--- config.mk ---
export PLATFORM = sky130hd
export DESIGN_NAME = pyrm_wb_arbiter_flat
export DESIGN_NICKNAME = d
export VERILOG_FILES = /design/src/rtl/pyrm_wb_arbiter_if.sv /design/src/rtl/pyrm_wb_arbiter.sv /design/src/flat_wrapper.sv
export SDC_FILE = /design/constraint.sdc
export NUM_CORES = 1
export LEC_CHECK = 0
export BUFFER_PORTS_ARGS = -buffer_cell sky130_fd_sc_hd__buf_2
export CAP_MARGIN = 20
export CORE_AREA = 2 2 114 116
export CTS_BUF_LIST = sky130_fd_sc_hd__clkbuf_8 sky130_fd_sc_hd__clkbuf_16
export CTS_CLUSTER_SIZE = 12
export DETAILED_ROUTE_END_ITERATION = 6
export DIE_AREA = 0 0 116 118
export PLACE_DENSITY = 0.74
export SLEW_MARGIN = 30
export SYNTH_ARGS = -nofsm -noshare
export SYNTH_HDL_FRONTEND = slang
export SYNTH_SLANG_ARGS = --single-unit
--- constraint.sdc ---
create_clock -name clk -period 10.1 [get_ports clk]
set_input_delay 2.525 -clock clk [delete_from_list [all_inputs] [get_ports clk]]
set_output_delay 2.525 -clock clk [all_outputs]
set_load 0.01 [all_outputs]
--- src/rtl/pyrm_wb_arbiter_if.sv ---
// Writeback bus for pyrm_wb_arbiter: ALU and load requesters on one side,
// register-file write port and x0 drop counter on the other.
interface pyrm_wb_arbiter_if;
    logic [4:0]  alu_addr_pyri;
    logic [63:0] alu_data_pyri;
    logic        alu_valid_pyri;
    logic        alu_retry_pyro;
    logic [4:0]  mem_addr_pyri;
    logic [63:0] mem_data_pyri;
    logic        mem_valid_pyri;
    logic        mem_retry_pyro;
    logic [63:0] reg_addr_pyro;
    logic        reg_addr_valid_pyro;
    logic        reg_addr_retry_pyri;
    logic [63:0] reg_data_pyro;
    logic        reg_data_valid_pyro;
    logic        reg_data_retry_pyri;
    logic [15:0] drop_cnt_pyro;

    modport master (
        output alu_addr_pyri, alu_data_pyri, alu_valid_pyri,
        input  alu_retry_pyro,
        output mem_addr_pyri, mem_data_pyri, mem_valid_pyri,
        input  mem_retry_pyro,
        input  reg_addr_pyro, reg_addr_valid_pyro,
        output reg_addr_retry_pyri,
        input  reg_data_pyro, reg_data_valid_pyro,
        output reg_data_retry_pyri,
        input  drop_cnt_pyro
    );

    modport slave (
        input  alu_addr_pyri, alu_data_pyri, alu_valid_pyri,
        output alu_retry_pyro,
        input  mem_addr_pyri, mem_data_pyri, mem_valid_pyri,
        output mem_retry_pyro,
        output reg_addr_pyro, reg_addr_valid_pyro,
        input  reg_addr_retry_pyri,
        output reg_data_pyro, reg_data_valid_pyro,
        input  reg_data_retry_pyri,
        output drop_cnt_pyro
    );
endinterface

--- src/rtl/pyrm_wb_arbiter.sv ---
// Two-requester writeback arbiter with a single output slot and x0 drop counter.
// Define PYRM_WB_RR_EN for round-robin; default is fixed priority (MEM wins).
module pyrm_wb_arbiter (
    input  logic clk,
    input  logic reset_pyri,
    pyrm_wb_arbiter_if.slave bus
);

    logic        slot_v;
    logic [4:0]  slot_a;
    logic [63:0] slot_d;
    logic [15:0] drop_cnt;

    logic alu_x0;
    logic mem_x0;
    logic alu_el;
    logic mem_el;
    logic drain;
    logic slot_free;
    logic grant_alu;
    logic grant_mem;
    logic [1:0] drop_inc;

    assign alu_x0 = bus.alu_valid_pyri & (bus.alu_addr_pyri == 5'd0);
    assign mem_x0 = bus.mem_valid_pyri & (bus.mem_addr_pyri == 5'd0);
    assign alu_el = bus.alu_valid_pyri & (bus.alu_addr_pyri != 5'd0);
    assign mem_el = bus.mem_valid_pyri & (bus.mem_addr_pyri != 5'd0);

    assign drain = slot_v
                 & ~(bus.reg_addr_retry_pyri | bus.reg_data_retry_pyri);
    assign slot_free = ~slot_v | drain;

`ifdef PYRM_WB_RR_EN
    // Set when ALU won the last eligible grant; MEM gets the next tie.
    logic alu_last;

    assign grant_mem = slot_free & mem_el & (~alu_el | alu_last);
    assign grant_alu = slot_free & alu_el & (~mem_el | ~alu_last);

    always_ff @(posedge clk) begin
        if (reset_pyri) begin
            alu_last <= 1'b1;
        end else if (grant_alu) begin
            alu_last <= 1'b1;
        end else if (grant_mem) begin
            alu_last <= 1'b0;
        end
    end
`else
    assign grant_mem = slot_free & mem_el;
    assign grant_alu = slot_free & alu_el & ~mem_el;
`endif

    // In reset nothing is accepted, x0 writes included.
    always_comb begin
        if (reset_pyri) begin
            bus.alu_retry_pyro = bus.alu_valid_pyri;
            bus.mem_retry_pyro = bus.mem_valid_pyri;
        end else begin
            bus.alu_retry_pyro = bus.alu_valid_pyri & ~alu_x0 & ~grant_alu;
            bus.mem_retry_pyro = bus.mem_valid_pyri & ~mem_x0 & ~grant_mem;
        end
    end

    assign drop_inc = {1'b0, alu_x0} + {1'b0, mem_x0};

    always_ff @(posedge clk) begin
        if (reset_pyri) begin
            slot_v   <= 1'b0;
            slot_a   <= 5'd0;
            slot_d   <= 64'd0;
            drop_cnt <= 16'd0;
        end else begin
            if (grant_mem) begin
                slot_v <= 1'b1;
                slot_a <= bus.mem_addr_pyri;
                slot_d <= bus.mem_data_pyri;
            end else if (grant_alu) begin
                slot_v <= 1'b1;
                slot_a <= bus.alu_addr_pyri;
                slot_d <= bus.alu_data_pyri;
            end else if (drain) begin
                slot_v <= 1'b0;
            end
            drop_cnt <= drop_cnt + {14'd0, drop_inc};
        end
    end

    assign bus.reg_addr_pyro       = {59'd0, slot_a};
    assign bus.reg_addr_valid_pyro = slot_v;
    assign bus.reg_data_pyro       = slot_d;
    assign bus.reg_data_valid_pyro = slot_v;
    assign bus.drop_cnt_pyro       = drop_cnt;

endmodule
--- src/flat_wrapper.sv ---
// flat-port wrapper written by rule: the top's interface ports become plain ports
module pyrm_wb_arbiter_flat 
  (clk, reset_pyri, bus_alu_addr_pyri, bus_alu_data_pyri, bus_alu_valid_pyri, bus_alu_retry_pyro, bus_mem_addr_pyri, bus_mem_data_pyri, bus_mem_valid_pyri, bus_mem_retry_pyro, bus_reg_addr_pyro, bus_reg_addr_valid_pyro, bus_reg_addr_retry_pyri, bus_reg_data_pyro, bus_reg_data_valid_pyro, bus_reg_data_retry_pyri, bus_drop_cnt_pyro);
  pyrm_wb_arbiter_if bus_i ();
  input  logic clk;
  input  logic reset_pyri;
  input wire logic [$bits(bus_i.alu_addr_pyri)-1:0] bus_alu_addr_pyri;
  input wire logic [$bits(bus_i.alu_data_pyri)-1:0] bus_alu_data_pyri;
  input wire logic [$bits(bus_i.alu_valid_pyri)-1:0] bus_alu_valid_pyri;
  output wire logic [$bits(bus_i.alu_retry_pyro)-1:0] bus_alu_retry_pyro;
  input wire logic [$bits(bus_i.mem_addr_pyri)-1:0] bus_mem_addr_pyri;
  input wire logic [$bits(bus_i.mem_data_pyri)-1:0] bus_mem_data_pyri;
  input wire logic [$bits(bus_i.mem_valid_pyri)-1:0] bus_mem_valid_pyri;
  output wire logic [$bits(bus_i.mem_retry_pyro)-1:0] bus_mem_retry_pyro;
  output wire logic [$bits(bus_i.reg_addr_pyro)-1:0] bus_reg_addr_pyro;
  output wire logic [$bits(bus_i.reg_addr_valid_pyro)-1:0] bus_reg_addr_valid_pyro;
  input wire logic [$bits(bus_i.reg_addr_retry_pyri)-1:0] bus_reg_addr_retry_pyri;
  output wire logic [$bits(bus_i.reg_data_pyro)-1:0] bus_reg_data_pyro;
  output wire logic [$bits(bus_i.reg_data_valid_pyro)-1:0] bus_reg_data_valid_pyro;
  input wire logic [$bits(bus_i.reg_data_retry_pyri)-1:0] bus_reg_data_retry_pyri;
  output wire logic [$bits(bus_i.drop_cnt_pyro)-1:0] bus_drop_cnt_pyro;
  assign bus_i.alu_addr_pyri = bus_alu_addr_pyri;
  assign bus_i.alu_data_pyri = bus_alu_data_pyri;
  assign bus_i.alu_valid_pyri = bus_alu_valid_pyri;
  assign bus_alu_retry_pyro = bus_i.alu_retry_pyro;
  assign bus_i.mem_addr_pyri = bus_mem_addr_pyri;
  assign bus_i.mem_data_pyri = bus_mem_data_pyri;
  assign bus_i.mem_valid_pyri = bus_mem_valid_pyri;
  assign bus_mem_retry_pyro = bus_i.mem_retry_pyro;
  assign bus_reg_addr_pyro = bus_i.reg_addr_pyro;
  assign bus_reg_addr_valid_pyro = bus_i.reg_addr_valid_pyro;
  assign bus_i.reg_addr_retry_pyri = bus_reg_addr_retry_pyri;
  assign bus_reg_data_pyro = bus_i.reg_data_pyro;
  assign bus_reg_data_valid_pyro = bus_i.reg_data_valid_pyro;
  assign bus_i.reg_data_retry_pyri = bus_reg_data_retry_pyri;
  assign bus_drop_cnt_pyro = bus_i.drop_cnt_pyro;
  pyrm_wb_arbiter u_core (.clk(clk), .reset_pyri(reset_pyri), .bus(bus_i));
endmodule
Word level (Yosys, flattened, before mapping)
Cells that the tools add are included.
{ "totals": {"reg_bits": 86, "in_bits": 144} }
{ "op_classes": {"n_addsub": 2, "muxes": 9, "bitwise": 21, "n_reduce_logical": 6} }
{ "op_table": {"columns": ["op", "count"], "rows": [
  ["$mux W64", 2],
  ["$add A16 B2 Y16", 1],
  ["$and A1 B1 Y1", 12],
  ["$logic_not A5 Y1", 2],
  ["$mux W5", 2],
  ["$reduce_bool A5 Y1", 2],
  ["$not A1 Y1", 7],
  ["$mux W1", 5],
  ["$reduce_bool A3 Y1", 1],
  ["$add A1 B1 Y2", 1],
  ["$or A1 B1 Y1", 2],
  ["$reduce_bool A2 Y1", 1]
]} }

Logic depth before layout (Yosys ltp)
Gate-level depths: netlist of the first run.
{ "logic_depth": {"ltp_word": 9, "mapped_depth": 11, "mapped_depth_nobuf": 10} }

Least setup slack after synthesis of the first run
OpenSTA, ideal clock, no wires.
{ "synth_timing": {"path_kind": "input port to output port", "from": "input port bus_mem_addr_pyri[2]", "to": "output port bus_alu_retry_pyro", "arrival_ps": 3670, "required_ps": 7575, "setup_slack_ps": 3905, "stages": 5, "path_cell_list": "or2_1 -> o41ai_4 -> clkbuf_1 -> a21oi_1 -> a21o_1"} }
{ "synth_via": {"elab_chain_len": 7} }
{ "synth_lines": {"columns": ["element", "line_no", "text"], "rows": [
  ["start: declaration", "flat_wrapper.sv:11", "input wire logic [$bits(bus_i.mem_addr_pyri)-1:0] bus_mem_addr_pyri;"],
  ["$reduce_bool A5 Y1", "pyrm_wb_arbiter.sv:27", "assign mem_el = bus.mem_valid_pyri & (bus.mem_addr_pyri != 5'd0);"],
  ["$and A1 B1 Y1", "pyrm_wb_arbiter.sv:27", null],
  ["$not A1 Y1", "pyrm_wb_arbiter.sv:51", "assign grant_alu = slot_free & alu_el & ~mem_el;"],
  ["$and A1 B1 Y1", "pyrm_wb_arbiter.sv:51", null],
  ["$not A1 Y1", "pyrm_wb_arbiter.sv:60", "bus.alu_retry_pyro = bus.alu_valid_pyri & ~alu_x0 & ~grant_alu;"],
  ["$and A1 B1 Y1", "pyrm_wb_arbiter.sv:60", null],
  ["$mux W1", "pyrm_wb_arbiter.sv:56", "if (reset_pyri) begin"],
  ["end: declaration", "flat_wrapper.sv:10", "output wire logic [$bits(bus_i.alu_retry_pyro)-1:0] bus_alu_retry_pyro;"]
]} }
Every way passes these cells.

Worst setup path in the final report of the first run
Same ends and word-level chain as after synthesis.

==> results of run 1 <==
## synthesized netlist by cell type (all sizes together), types with 3 or more instances
library cell | number | share of area (%)
xor2 | 7 | 1.2
nor2 | 13 | 1.1
or3 | 3 | 0.38
a221oi | 69 | 13
nand2 | 7 | 0.53
nand3 | 6 | 0.61
o21ai | 5 | 0.58
nor3 | 71 | 7.2
xnor2 | 3 | 0.53
nor4b | 69 | 12
a21oi | 5 | 0.51
clkbuf | 41 | 3.1
dfxtp | 86 | 35
buf | 81 | 11
nand2b | 71 | 9.0
## critical path, delay by kind of cell
| kind | cells | cell delay [ps] |
|---|---|---|
| buffers and inverters | 3 | 870 |
| AOI/OAI and AO/OA | 3 | 520 |
| and+or+nand+nor | 1 | 270 |
## final timing paths
kind | startpoint | endpoint | slack, ps | cells past startpoint
max reg2reg | u_core.bus.reg_addr_valid_pyro | u_core.bus.reg_data_pyro[39] | 7600 | 4
min reg2reg | u_core.bus.reg_data_pyro[19] | u_core.bus.reg_data_pyro[19] | 480 | 2
max | bus_mem_addr_pyri[2] | bus_alu_retry_pyro | 3380 | 7
min | u_core.bus.reg_data_pyro[19] | u_core.bus.reg_data_pyro[19] | 480 | 2
## per-stage QoR
stage	instances	util [%]	worst slack, ps
2_1_floorplan	618	-	3910
3_3_place_gp	907	47.3	3390
3_5_place_dp	907	47.3	3390
4_1_cts	923	49.5	3390
5_1_grt	923	49.5	3290
6_report	923	49.5	3380
## flip-flops by register name, summed over array words and instances (netlist names)
signal / cells
u_core.bus.drop_cnt_pyro: 16
u_core.bus.reg_addr_valid_pyro: 1
u_core.bus.reg_data_pyro: 64
u_core.slot_a: 5
## power by group
part           switching, mW  internal, mW  total (mW)
Combinational          0.113        0.0869       0.199
Clock                  0.136         0.188       0.324
Sequential            0.0180         0.374       0.392
Total                  0.266         0.650       0.916
## per-layer routing
layer | part of all wire (%) | wire length [µm]
met5 | 0 | 0
met2 | 47 | 6640
met1 | 43 | 6120
met4 | 1.9 | 265
met3 | 7.9 | 1120
## kinds of logic (layout without fill, tap and decap cells)
kind of cell | Yosys count | after routing | synth area share [%]
AO/OA/AOI/OAI | 86 | 86 | 15.1
XOR/XNOR | 10 | 10 | 1.78
adder cells (fa/ha/maj) | 2 | 2 | 0.660
buffers and inverters | 124 | 257 | 14.8
flip-flops | 86 | 86 | 34.9
other | 1 | 59 | 0.0760
AND/OR/NAND/NOR | 251 | 251 | 32.8
## cell type report
cell class / instances / area, µm²
fillers: 1242 / 6260
clock buffers: 9 / 225
well taps: 172 / 215
clock inverters: 7 / 58.8
inverters: 2 / 7.51
flip-flops and latches: 86 / 1720
repair buffers: 239 / 1210
multi-input cells: 408 / 2710
==> metrics, run 1 <==
Antenna Violating Nets Remaining 0; Synth Instances 560; Synth-to-Final Area Change 24.7%; RePlAce Congestion 0.800; Worst Max-Slew Pin Slew 815 ps; detail-routed net length per standard cell 15.3 µm; Worst-path clk slew 60 ps; CP dominant cell by count buf_2; Slew Limit Fails 0; Die Ht 118 µm; Most used DFF post-synth dfxtp_1; hold_buf cts 0; Via Count 4793; placed inst area 5870 µm²; die width 116 µm; commonest non-fill, non-tap cell in the layout buf_2; most frequent cells in the layout buf_2, dfxtp_1, nand2b_1, nor3_1, nor4b_1; Syn. warnings 0; Post-synth EDFFs 0; Rel. slew slack 45.6%; PD cells 149 nW/µm²; vias in the first global route 4296; crit path max-delay cell type buf_4; quantity of I/O buffers inserted on ports 232; HPWL Detailed 9.37 mm; synthesized cell area 4930 µm²; die footprint 13700 µm²; Initial DRC Count 347; antenna violations before repair 0; sequential-to-total area share from yosys stat 34.9%; Leakage 2.64 nW; Yosys cell types 39; CTS tree built; GR Overflow Total 0; worst min-delay path category reg -> reg; CP Class in -> out; Worst EP required 7580 ps; largest net degree at the start of global routing 86; Worst Skew 4.56 ps; crit-path max FO 69; GRT Util Overall 20.0%; first-pass GRT wire length 22.0 mm; maximum vdd drop 0.0642 mV; Tcrit/Tclk final 66.5%; DRT Pass-1 Iters 4; Avg Inst Size Synth 8.81 µm²; worst skew pair latency 330 ps; fmax 149 MHz; post-synthesis async set-or-reset flop share 0%; hold slack 483 ps; Sink Count 86; Seq cells post-synth 86; Tot Pwr 0.916 mW; # rows 41; Max-Cap Viols 0; Max clock buf depth 2; crit path cell chain buf_2, or2_1, o41ai_4, buf_4, a21oi_1, a21o_1, buf_2; Setup crit start kind primary input; met3 usage in global routing 4.74%; H-tree lvl count 3; Final Hold Vio Count 0; # resized after CTS 0; status completed; CP peak stage delay 610 ps; RSZ-0062 raised after global routing no; gr busiest metal met2; IO Pins 292; Final Cell Area 6150 µm²; CTS Buf Count 9; Post-layout nets 892; number of remaining DRC errors 0; Post-CTS Setup Bufs 0; ANT cells 0; Post-Route WL 14.2 mm; fraction of layout cells with a size suffix above 1 34.6%; Worst EP arrival 4190 ps; met1 Use GR 26.3%; Core ar. 12400 µm²; Starting Density 39.7%; Final setup violation count 0; min cycle time layout 6720 ps; setup TNS 0 ps; Root Buffer clkbuf_16; met2 usage 31.5%; Setup crit end kind output pin; Vias/cell 5.19
Note: power is estimated with default switching activity, not from simulation.
==> run 2, diff against run 1 <==
--- a/config.mk
+++ b/config.mk
@@ -7,12 +7,13 @@
 export LEC_CHECK = 0
 export BUFFER_PORTS_ARGS = -buffer_cell sky130_fd_sc_hd__buf_2
 export CAP_MARGIN = 20
-export CORE_AREA = 2 2 114 116
+export CORE_ASPECT_RATIO = 1.1
+export CORE_MARGIN = 2
+export CORE_UTILIZATION = 40
 export CTS_BUF_LIST = sky130_fd_sc_hd__clkbuf_8 sky130_fd_sc_hd__clkbuf_16
 export CTS_CLUSTER_SIZE = 12
 export DETAILED_ROUTE_END_ITERATION = 6
-export DIE_AREA = 0 0 116 118
-export PLACE_DENSITY = 0.74
+export PLACE_DENSITY = 0.78
 export SLEW_MARGIN = 30
 export SYNTH_ARGS = -nofsm -noshare
 export SYNTH_HDL_FRONTEND = slang
==> constraint.sdc (replaced) <==
create_clock -name clk -period 5.4 [get_ports clk]
set_input_delay 1.35 -clock clk [delete_from_list [all_inputs] [get_ports clk]]
set_output_delay 1.35 -clock clk [all_outputs]
set_load 0.01 [all_outputs]
==> run 2 against run 1 <==
  * First-iteration DRC count grew 4.0%
  * Clock power grew 94%
  * Cell area grew 0.55%
  * Total power grew 89%
  * Sequential power grew 87%
  * Critical path depth shrank 1
  * Register-to-register slack lost 4500 ps
  * Setup slack lost 1900 ps
  * Clock-buffer cell count grew 4
  * Critical path type unchanged
  * Largest power group unchanged
==> metrics, run 2 (synthesis gave the netlist of run 1 again) <==
Initial DRC Count 361; # rows 42; RePlAce Congestion 0.796; Worst EP arrival 2590 ps; CTS Buf Count 9; Die Ht 120 µm; most frequent cells in the layout buf_2, dfxtp_1, nand2b_1, nor3_1, nor4b_1; # resized after CTS 0; RSZ-0062 raised after global routing no; final core occ 51.4%; fraction of layout cells with a size suffix above 1 35.2%; largest net degree at the start of global routing 100; Slew Limit Fails 0; antenna violations before repair 0; Max-Cap Viols 0; ANT cells 0; worst skew pair latency 340 ps; maximum vdd drop 0.152 mV; Tcrit/Tclk final 72.9%; FILL cells 1180; FF/Latch Area 1720 µm²; detail-routed net length per standard cell 15.5 µm; Vias/cell 5.36; min cycle time layout 3940 ps; CP peak stage delay 590 ps; Antenna Violating Nets Remaining 0; Synth-to-Final Area Change 25.4%; worst min-delay path category reg -> reg; first-pass GRT wire length 21.6 mm; die footprint 13200 µm²; die width 110 µm; Worst EP required 4050 ps; Final Hold Vio Count 0; hold_buf cts 0; crit-path max FO 3; Post-Route WL 14.1 mm; Final setup violation count 0; Setup crit start kind primary input; Worst-path clk slew 60 ps; commonest non-fill, non-tap cell in the layout buf_2; reg2reg setup slack 3080 ps; Root Buffer clkbuf_16; worst path bufs/invs 2; GRT Util Overall 20.4%; Max clock buf depth 2; Critical R2R Capture u_core.bus.reg_data_pyro[32]; cell family with most CP delay simple AND/OR/NAND/NOR gates; Setup crit start bus_alu_addr_pyri[1]; Post-layout nets 894; Via Count 4862; max reg flops 64; cells on worst reg2reg path 4; Post-CTS Setup Bufs 0; stages on the worst setup path 6; Leakage 2.65 nW; HPWL Detailed 9.49 mm; GR Overflow Total 0; IO Pins 292; vias in the first global route 4268; final std cells w/o fill 907; CP dominant cell by count buf_2; Worst Skew 8.93 ps; number of remaining DRC errors 0; worst setup path end bus_alu_retry_pyro; area of the multi-input gates 2710 µm²; Sink Count 86; quantity of I/O buffers inserted on ports 232; Setup crit end kind output pin; PD cells 280 nW/µm²; CP Class in -> out; DRT Pass-1 Iters 4; hold slack 480 ps; fmax 254 MHz; status completed; Starting Density 41.0%; setup TNS 0 ps; RR Startpoint u_core.bus.reg_addr_valid_pyro; CTS tree built; H-tree lvl count 3; crit path max-delay cell type or4_4; Rel. slew slack 34.4%; Core ar. 12000 µm²; Post-Place Cells 890; Worst Max-Slew Pin Slew 984 ps; crit path cell chain buf_2, or4_4, o21ai_2, a21oi_1, a21o_1, buf_2
run 2: worst min path at each step:
stage	start	endpoint	slack, ps	depth (start not counted)
5_1_grt	u_core.slot_a[1]	u_core.slot_a[1]	500	2
2_1_floorplan	u_core.bus.drop_cnt_pyro[15]	u_core.bus.drop_cnt_pyro[15]	500	2
3_3_place_gp	u_core.bus.drop_cnt_pyro[15]	u_core.bus.drop_cnt_pyro[15]	460	2
6_report	u_core.bus.drop_cnt_pyro[15]	u_core.bus.drop_cnt_pyro[15]	480	2
4_1_cts	u_core.slot_a[1]	u_core.slot_a[1]	480	2
3_5_place_dp	u_core.slot_a[1]	u_core.slot_a[1]	470	2
run 2: layout make-up:
| cell class | count | area share [%] |
|---|---|---|
| clock buffer | 13 | 4.53 |
| clock inverter | 3 | 0.405 |
| sequential | 86 | 27.8 |
| inverter | 2 | 0.121 |
| timing repair buffer | 241 | 20.2 |
| multi-input combinational | 408 | 43.8 |
| tap | 154 | 3.12 |
run 2: worst reg2reg max path: stages (launching register included):
cell and delay [ps]:
dfxtp_1 410, o21a_4 460, buf_4 800, nor4b_1 270, a221oi_2 310
run 2: metrics by stage:
step	cell area, µm²	setup WS, ps	power [mW]
2_1_floorplan	5150	1560	0.998
3_5_place_dp	5850	1450	1.12
6_report	6180	1460	1.73
3_3_place_gp	5850	1470	1.11
4_1_cts	6160	1440	1.75
5_1_grt	6180	1380	1.82
run 2: routing by layer:
metal  wire, µm  vias up  GRT usage (%)
li1           -     2353              -
met5          0        -              0
met4        289        0           7.44
met2       6650      212           33.8
met3       1160       20           4.64
met1       5960     2277           25.7
run 2: where the power goes:
group	switching (mW)	leakage (nW)	total, mW	internal, mW
Combinational	0.209	1.79	0.375	0.166
Clock	0.262	0.148	0.627	0.365
Sequential	0.0323	0.713	0.732	0.700
Total	0.503	2.65	1.73	1.23
